[src/rtl/meta_package.sv]
// Types shared across the traffic-manager metadata path: the scheduler packet
// descriptor and the queue-manager operation tag used by monitors.
`ifndef SECOND_LVL_QUEUE_ID_NBITS
`define SECOND_LVL_QUEUE_ID_NBITS 3
`endif

package meta_package;

    typedef struct packed {
        logic [11:0] pkt_len;
        logic [3:0]  cls;
    } sch_pkt_desc_type;

    typedef enum logic {
        ENQ = 1'b0,
        DEQ = 1'b1
    } tm_qm_op_e;

endpackage

[src/rtl/tm_qm_ctrl_pkg.sv]
// Local constants and helpers for the queue-manager sequencer.
package tm_qm_ctrl_pkg;

    localparam int RR_ENQ = 0;
    localparam int RR_DEQ = 1;

    // With both requesters pending, grant the one that was not served last.
    function automatic logic [1:0] rr_pick(input logic [1:0] req, input logic last_deq);
        logic [1:0] g;
        g = req;
        if (req == 2'b11) begin
            g = last_deq ? 2'b01 : 2'b10;
        end
        return g;
    endfunction

endpackage

[src/rtl/tm_qm_ctrl_rr2.sv]
// Two-requester round-robin picker; bit 0 is enqueue, bit 1 is dequeue.
module tm_qm_ctrl_rr2
    import tm_qm_ctrl_pkg::*;
(
    input  logic       clk,
    input  logic       rst,
    input  logic [1:0] req,
    input  logic       advance,
    output logic [1:0] grant
);

    logic last_deq;

    assign grant = rr_pick(req, last_deq);

    // Starting from "dequeue served last" lets enqueue win the first tie.
    always_ff @(posedge clk) begin
        if (rst) begin
            last_deq <= 1'b1;
        end else if (advance && (grant != 2'b00)) begin
            last_deq <= grant[RR_DEQ];
        end
    end

endmodule

[src/rtl/tm_qm_ctrl.sv]
// Second-level TM queue sequencer: arbitrates enqueue/dequeue and turns each
// request into read/modify/write steps on the head/tail/depth/ll/descriptor RAMs.
`ifndef SECOND_LVL_QUEUE_ID_NBITS
`define SECOND_LVL_QUEUE_ID_NBITS 3
`endif

module tm_qm_ctrl
    import meta_package::*;
    import tm_qm_ctrl_pkg::*;
#(
    parameter int QUEUE_ID_NBITS      = `SECOND_LVL_QUEUE_ID_NBITS,
    parameter int QUEUE_ENTRIES_NBITS = `SECOND_LVL_QUEUE_ID_NBITS
) (
    input  logic                           clk,
    input  logic                           rst,
    input  logic                           enq_req,
    input  logic [QUEUE_ID_NBITS-1:0]      enq_qid,
    input  logic [QUEUE_ENTRIES_NBITS-1:0] enq_entry,
    input  sch_pkt_desc_type               enq_desc,
    output logic                           enq_ack,
    output logic                           enq_drop,
    input  logic                           deq_req,
    input  logic [QUEUE_ID_NBITS-1:0]      deq_qid,
    output logic                           deq_ack,
    output logic                           deq_empty,
    output logic [QUEUE_ENTRIES_NBITS-1:0] deq_entry,
    output sch_pkt_desc_type               deq_desc,
    output logic                           init_done,
    output logic                           head_wr,
    output logic [QUEUE_ID_NBITS-1:0]      head_raddr,
    output logic [QUEUE_ID_NBITS-1:0]      head_waddr,
    output logic [QUEUE_ENTRIES_NBITS-1:0] head_wdata,
    input  logic [QUEUE_ENTRIES_NBITS-1:0] head_rdata,
    output logic                           tail_wr,
    output logic [QUEUE_ID_NBITS-1:0]      tail_raddr,
    output logic [QUEUE_ID_NBITS-1:0]      tail_waddr,
    output logic [QUEUE_ENTRIES_NBITS-1:0] tail_wdata,
    input  logic [QUEUE_ENTRIES_NBITS-1:0] tail_rdata,
    output logic                           depth_wr,
    output logic [QUEUE_ID_NBITS-1:0]      depth_raddr,
    output logic [QUEUE_ID_NBITS-1:0]      depth_waddr,
    output logic [QUEUE_ENTRIES_NBITS-1:0] depth_wdata,
    input  logic [QUEUE_ENTRIES_NBITS-1:0] depth_rdata,
    output logic                           ll_wr,
    output logic [QUEUE_ENTRIES_NBITS-1:0] ll_raddr,
    output logic [QUEUE_ENTRIES_NBITS-1:0] ll_waddr,
    output logic [QUEUE_ENTRIES_NBITS-1:0] ll_wdata,
    input  logic [QUEUE_ENTRIES_NBITS-1:0] ll_rdata,
    output logic                           pkt_desc_wr,
    output logic [QUEUE_ENTRIES_NBITS-1:0] pkt_desc_raddr,
    output logic [QUEUE_ENTRIES_NBITS-1:0] pkt_desc_waddr,
    output sch_pkt_desc_type               pkt_desc_wdata,
    input  sch_pkt_desc_type               pkt_desc_rdata
);

    typedef enum logic [2:0] {INIT, IDLE, ENQ_RD, ENQ_WR, DEQ_RD, DEQ_LL, DEQ_WR} state_e;

    localparam logic [QUEUE_ENTRIES_NBITS-1:0] DEPTH_MAX = '1;
    localparam logic [QUEUE_ENTRIES_NBITS-1:0] DEPTH_ONE = QUEUE_ENTRIES_NBITS'(1);

    state_e                           state;
    logic [QUEUE_ID_NBITS-1:0]        init_cnt;
    logic [QUEUE_ID_NBITS-1:0]        qid;
    logic [QUEUE_ENTRIES_NBITS-1:0]   entry;
    logic [QUEUE_ENTRIES_NBITS-1:0]   h;
    logic [QUEUE_ENTRIES_NBITS-1:0]   d;
    sch_pkt_desc_type                 desc;
    logic [1:0]                       req;
    logic [1:0]                       grant;

    // A request whose ack is showing this cycle is the one just finished, not a new one.
    assign req = (state == IDLE) ? {deq_req & ~deq_ack, enq_req & ~enq_ack} : 2'b00;

    tm_qm_ctrl_rr2 u_rr2 (
        .clk     (clk),
        .rst     (rst),
        .req     (req),
        .advance (state == IDLE),
        .grant   (grant)
    );

    // The ll/descriptor reads are addressed by head_rdata of this same cycle, so
    // they skip the output register to keep a dequeue at three cycles.
    assign ll_raddr       = (state == DEQ_LL) ? head_rdata : '0;
    assign pkt_desc_raddr = (state == DEQ_LL) ? head_rdata : '0;

    always_ff @(posedge clk) begin
        if (rst) begin
            state          <= INIT;
            init_cnt       <= '0;
            init_done      <= 1'b0;
            qid            <= '0;
            entry          <= '0;
            desc           <= '0;
            h              <= '0;
            d              <= '0;
            enq_ack        <= 1'b0;
            enq_drop       <= 1'b0;
            deq_ack        <= 1'b0;
            deq_empty      <= 1'b0;
            deq_entry      <= '0;
            deq_desc       <= '0;
            head_wr        <= 1'b0;
            head_raddr     <= '0;
            head_waddr     <= '0;
            head_wdata     <= '0;
            tail_wr        <= 1'b0;
            tail_raddr     <= '0;
            tail_waddr     <= '0;
            tail_wdata     <= '0;
            depth_wr       <= 1'b0;
            depth_raddr    <= '0;
            depth_waddr    <= '0;
            depth_wdata    <= '0;
            ll_wr          <= 1'b0;
            ll_waddr       <= '0;
            ll_wdata       <= '0;
            pkt_desc_wr    <= 1'b0;
            pkt_desc_waddr <= '0;
            pkt_desc_wdata <= '0;
        end else begin
            enq_ack     <= 1'b0;
            enq_drop    <= 1'b0;
            deq_ack     <= 1'b0;
            deq_empty   <= 1'b0;
            head_wr     <= 1'b0;
            tail_wr     <= 1'b0;
            depth_wr    <= 1'b0;
            ll_wr       <= 1'b0;
            pkt_desc_wr <= 1'b0;
            case (state)
                INIT: begin
                    depth_wr    <= 1'b1;
                    depth_waddr <= init_cnt;
                    depth_wdata <= '0;
                    init_cnt    <= init_cnt + 1'b1;
                    if (init_cnt == '1) begin
                        init_done <= 1'b1;
                        state     <= IDLE;
                    end
                end
                IDLE: begin
                    if (grant[RR_ENQ]) begin
                        qid         <= enq_qid;
                        entry       <= enq_entry;
                        desc        <= enq_desc;
                        tail_raddr  <= enq_qid;
                        depth_raddr <= enq_qid;
                        state       <= ENQ_RD;
                    end else if (grant[RR_DEQ]) begin
                        qid         <= deq_qid;
                        head_raddr  <= deq_qid;
                        depth_raddr <= deq_qid;
                        state       <= DEQ_RD;
                    end
                end
                ENQ_RD: state <= ENQ_WR;
                ENQ_WR: begin
                    enq_ack <= 1'b1;
                    state   <= IDLE;
                    if (depth_rdata == DEPTH_MAX) begin
                        enq_drop <= 1'b1;
                    end else begin
                        pkt_desc_wr    <= 1'b1;
                        pkt_desc_waddr <= entry;
                        pkt_desc_wdata <= desc;
                        if (depth_rdata == '0) begin
                            head_wr    <= 1'b1;
                            head_waddr <= qid;
                            head_wdata <= entry;
                        end else begin
                            ll_wr    <= 1'b1;
                            ll_waddr <= tail_rdata;
                            ll_wdata <= entry;
                        end
                        tail_wr     <= 1'b1;
                        tail_waddr  <= qid;
                        tail_wdata  <= entry;
                        depth_wr    <= 1'b1;
                        depth_waddr <= qid;
                        depth_wdata <= depth_rdata + 1'b1;
                    end
                end
                DEQ_RD: state <= DEQ_LL;
                DEQ_LL: begin
                    if (depth_rdata == '0) begin
                        deq_ack   <= 1'b1;
                        deq_empty <= 1'b1;
                        state     <= IDLE;
                    end else begin
                        h     <= head_rdata;
                        d     <= depth_rdata;
                        state <= DEQ_WR;
                    end
                end
                DEQ_WR: begin
                    depth_wr    <= 1'b1;
                    depth_waddr <= qid;
                    depth_wdata <= d - 1'b1;
                    if (d != DEPTH_ONE) begin
                        head_wr    <= 1'b1;
                        head_waddr <= qid;
                        head_wdata <= ll_rdata;
                    end
                    deq_entry <= h;
                    deq_desc  <= pkt_desc_rdata;
                    deq_ack   <= 1'b1;
                    state     <= IDLE;
                end
                default: state <= INIT;
            endcase
        end
    end

endmodule
[config.mk]
export PLATFORM = sky130hd
export DESIGN_NAME = tm_qm_ctrl
export DESIGN_NICKNAME = d
export VERILOG_FILES = /design/src/rtl/meta_package.sv /design/src/rtl/tm_qm_ctrl_pkg.sv /design/src/rtl/tm_qm_ctrl_rr2.sv /design/src/rtl/tm_qm_ctrl.sv
export SDC_FILE = /design/constraint.sdc
export NUM_CORES = 1
export LEC_CHECK = 0
export ABC_AREA = 1
export CORE_MARGIN = 2
export CORE_UTILIZATION = 23
export CTS_CLUSTER_SIZE = 24
export DETAILED_ROUTE_END_ITERATION = 12
export GPL_TIMING_DRIVEN = 0
export SLEW_MARGIN = 20
export SYNTH_ARGS = -nofsm -noshare
export SYNTH_HDL_FRONTEND = slang
export SYNTH_SLANG_ARGS = --single-unit
[constraint.sdc]
create_clock -name clk -period 1.7 [get_ports clk]
set_input_delay 0.34 -clock clk [delete_from_list [all_inputs] [get_ports clk]]
set_output_delay 0.34 -clock clk [all_outputs]
set_load 0.005 [all_outputs]
==> flow_summary.toml <==
[cells_and_area]
n_fill_cell = 1983
layout_commonest_cell = "nand2_1"
area_delta_synth_final_pct = 49.4
layout-drive-gt1-share_pct = 11.6
utilization_pct = 35.1
top_regs = "deq_desc (16), desc (16), pkt_desc_wdata (16)"
finalNetCount = 813
multiInputGateArea_mm2 = 0.00185
seq_area_mm2 = 0.00220
final_cells = 988
final_cell_mix = "nand2_1 (139), clkdlybuf4s50_1 (136), dfxtp_1 (99), nor2_1 (80), a21oi_1 (64)"

[clocking]
numCtsBuffers = 9
cts_num_sinks = 109
root_buffer = "clkbuf_16"
holdBufCountCts = 0
cts_tree = "yes"
clock_latency_ns = 0.35
htreeDepth = 3
cts.clk_slew.worst_paths_ns = 0.07
cts_buffer_depth = 2

[timing]
setup_viol = 0
finalHoldViolCount = 0
fin_crit_sh_pct = 97.2
setup_tns_ns = 0
setup_ws_ns = 0.0481
period_minus_slack_ns = 1.65
clock.fmax_mhz = 605
slew_headroom_pct = 59.2
slew_violations = 0
worstMarginPinSlew_ns = 0.612
skew_ns = 0.00683

[critical_path]
crit_required_ns = 1.36
cp-startpoint = "pkt_desc_waddr[2]"
critPathKind = "reg -> out"
r2r_start = "state[1]"
cp-end-kind = "output pin"
worstPathMaxFanout = 3
critical_path_arrival_ns = 1.31
critPathLaunchType = "register"
r2r_cells = 8

[placed_design]
place_ws_ns = -0.618
hpwl_mm = 10.0
place_congestion = 0.800
numPortBuffers = 143
dp.cells = 966

[synthesis]
yosysUniqueCellTypes = 30
syn_inst = 589
yosysTopAreaCellShare_pct = 49.6
synth_largest_area_cell = "dfxtp_1"
synth_flop_cell = "dfxtp_1"
synth_top_family_by_area = "simple AND/OR/NAND/NOR gates"
synth_area_leaders = "dfxtp_1 (50%), nand2_1 (12%), a21oi_1 (7.4%)"
async_flop_share_pct = 0
synth-simple-area-share_pct = 25.4
synth-xor-area-share_pct = 0.199
synth.area.mux_share_pct = 0
synth_nets = 653
synth_area_mm2 = 0.00440
synth_seq_cells = 109
ys_seq_area_share_pct = 49.6
synth-edff-count = 0
synthAdderAreaFrac_pct = 1.99
synth_area_per_cell_um2 = 7.46
yosysWarnings = 0
synth_compound_area_share_pct = 12.9

[floorplanning]
io_pins = 144
die_height_um = 142
design.core.area_mm2 = 0.0187
die_x_um = 142
initial_core_util_pct = 23.5
row_count = 50
die_area_mm2 = 0.0202

[power]
ir_drop_uv = 475
power_density_mw_per_mm2 = 866
power.leakage_uw = 0.00276

[detailed_routing]
drt_iter0_markers = 116
top_layer_used = "met4"
drt-vias-per-instance = 4.20
wl_met3_mm = 1.13
dr.pass1.iters = 4
drc = 0
wl_met2_mm = 6.11
post_drt_wl_per_cell_um = 13.8
drt_wl_total_mm = 13.6
vias = 4147
drt.antenna.violating_nets = 0
m1WireLength_mm = 6.28

[global_route]
antenna_found_initial = 1
grt_pass1_vias = 3882
grt_pass1_wl_mm = 20.8
grt_overflow = 0
grt_usage_pct = 13.5
grt_max_degree = 17

[worst_hold_path]
worstHoldStart = "depth_rdata[0]"
min_path_type = "in -> reg"
min_path_cells = 3

[run]
drv_cap = 0

[status]
status = "finished, final reports clean"
## where the power goes
| part | total, µW | internal [µW] | switching [µW] |
|---|---|---|---|
| combinational | 705 | 344 | 361 |
| sequential | 2720 | 2660 | 63.1 |
| clock | 2260 | 1320 | 948 |
## synth_stat cells, types with 3 or more instances
cell type  instances
a21oi_1           65
buf_2              9
buf_4             13
clkbuf_1          11
dfxtp_1          109
ha_1               7
inv_1             59
inv_2              4
nand2_1          141
nand2_2            3
nand3_1           16
nand3b_1           6
nand4_1            3
nor2_1            85
o21ai_0           37
o21ai_1            4
## critical path, stage by stage, from the launching register on
cell             delay [ns]
dfxtp_2                0.36
buf_4                  0.11
clkdlybuf4s50_1        0.49
## routing by layer
layer	track usage [%]	up-vias
met2	22.1	114
li1	-	2162
met3	5.62	7
met4	3.11	0
met1	16.6	1864
met5	0	-
## cells by family after synthesis
| kind of cell | Yosys count |
|---|---|
| simple gates | 263 |
| compound gates | 111 |
| flops | 109 |
| buf+inv | 98 |
| fa+ha+maj | 7 |
| xor+xnor | 1 |
## final timing paths
check | slack (ns) | endpoint
max | 0.05 | tail_wdata[2]
min | 0.41 | d[0]
min reg2reg | 0.45 | pkt_desc_wdata[0]
max reg2reg | 0.18 | desc[12]
## layout make-up
| type | count | share of cell area, % |
|---|---|---|
| clock buffer | 10 | 3.64 |
| clock inverter | 5 | 1.14 |
| tap | 234 | 4.46 |
| antenna | 1 | 0.0381 |
| inverter | 64 | 3.77 |
| timing repair buffer | 150 | 22.3 |
| sequential | 109 | 33.5 |
| buffer | 32 | 2.92 |
| multi-input combinational | 383 | 28.2 |
## through the flow
step           area, µm²  total power (µW)  hold slack, ns
6_report            6570              5690           0.407
5_1_grt             6560              5970           0.426
4_1_cts             6510              5770           0.453
3_5_place_dp        6120              3470           0.444
3_3_place_gp        6120              3460           0.438
2_1_floorplan       4400              3120           0.430
## what timing repair did
| item | in CTS | in global routing |
|---|---|---|
| endpoints found under the hold margin | 0 | 0 |
| pin swaps | 5 | 5 |
| gates resized for setup | 49 | 17 |
| endpoints found under the setup margin | 69 | 48 |
| buffers inserted | 7 | 0 |
| gates cloned | 0 | 1 |
Power figures use the tool's default switching activity.
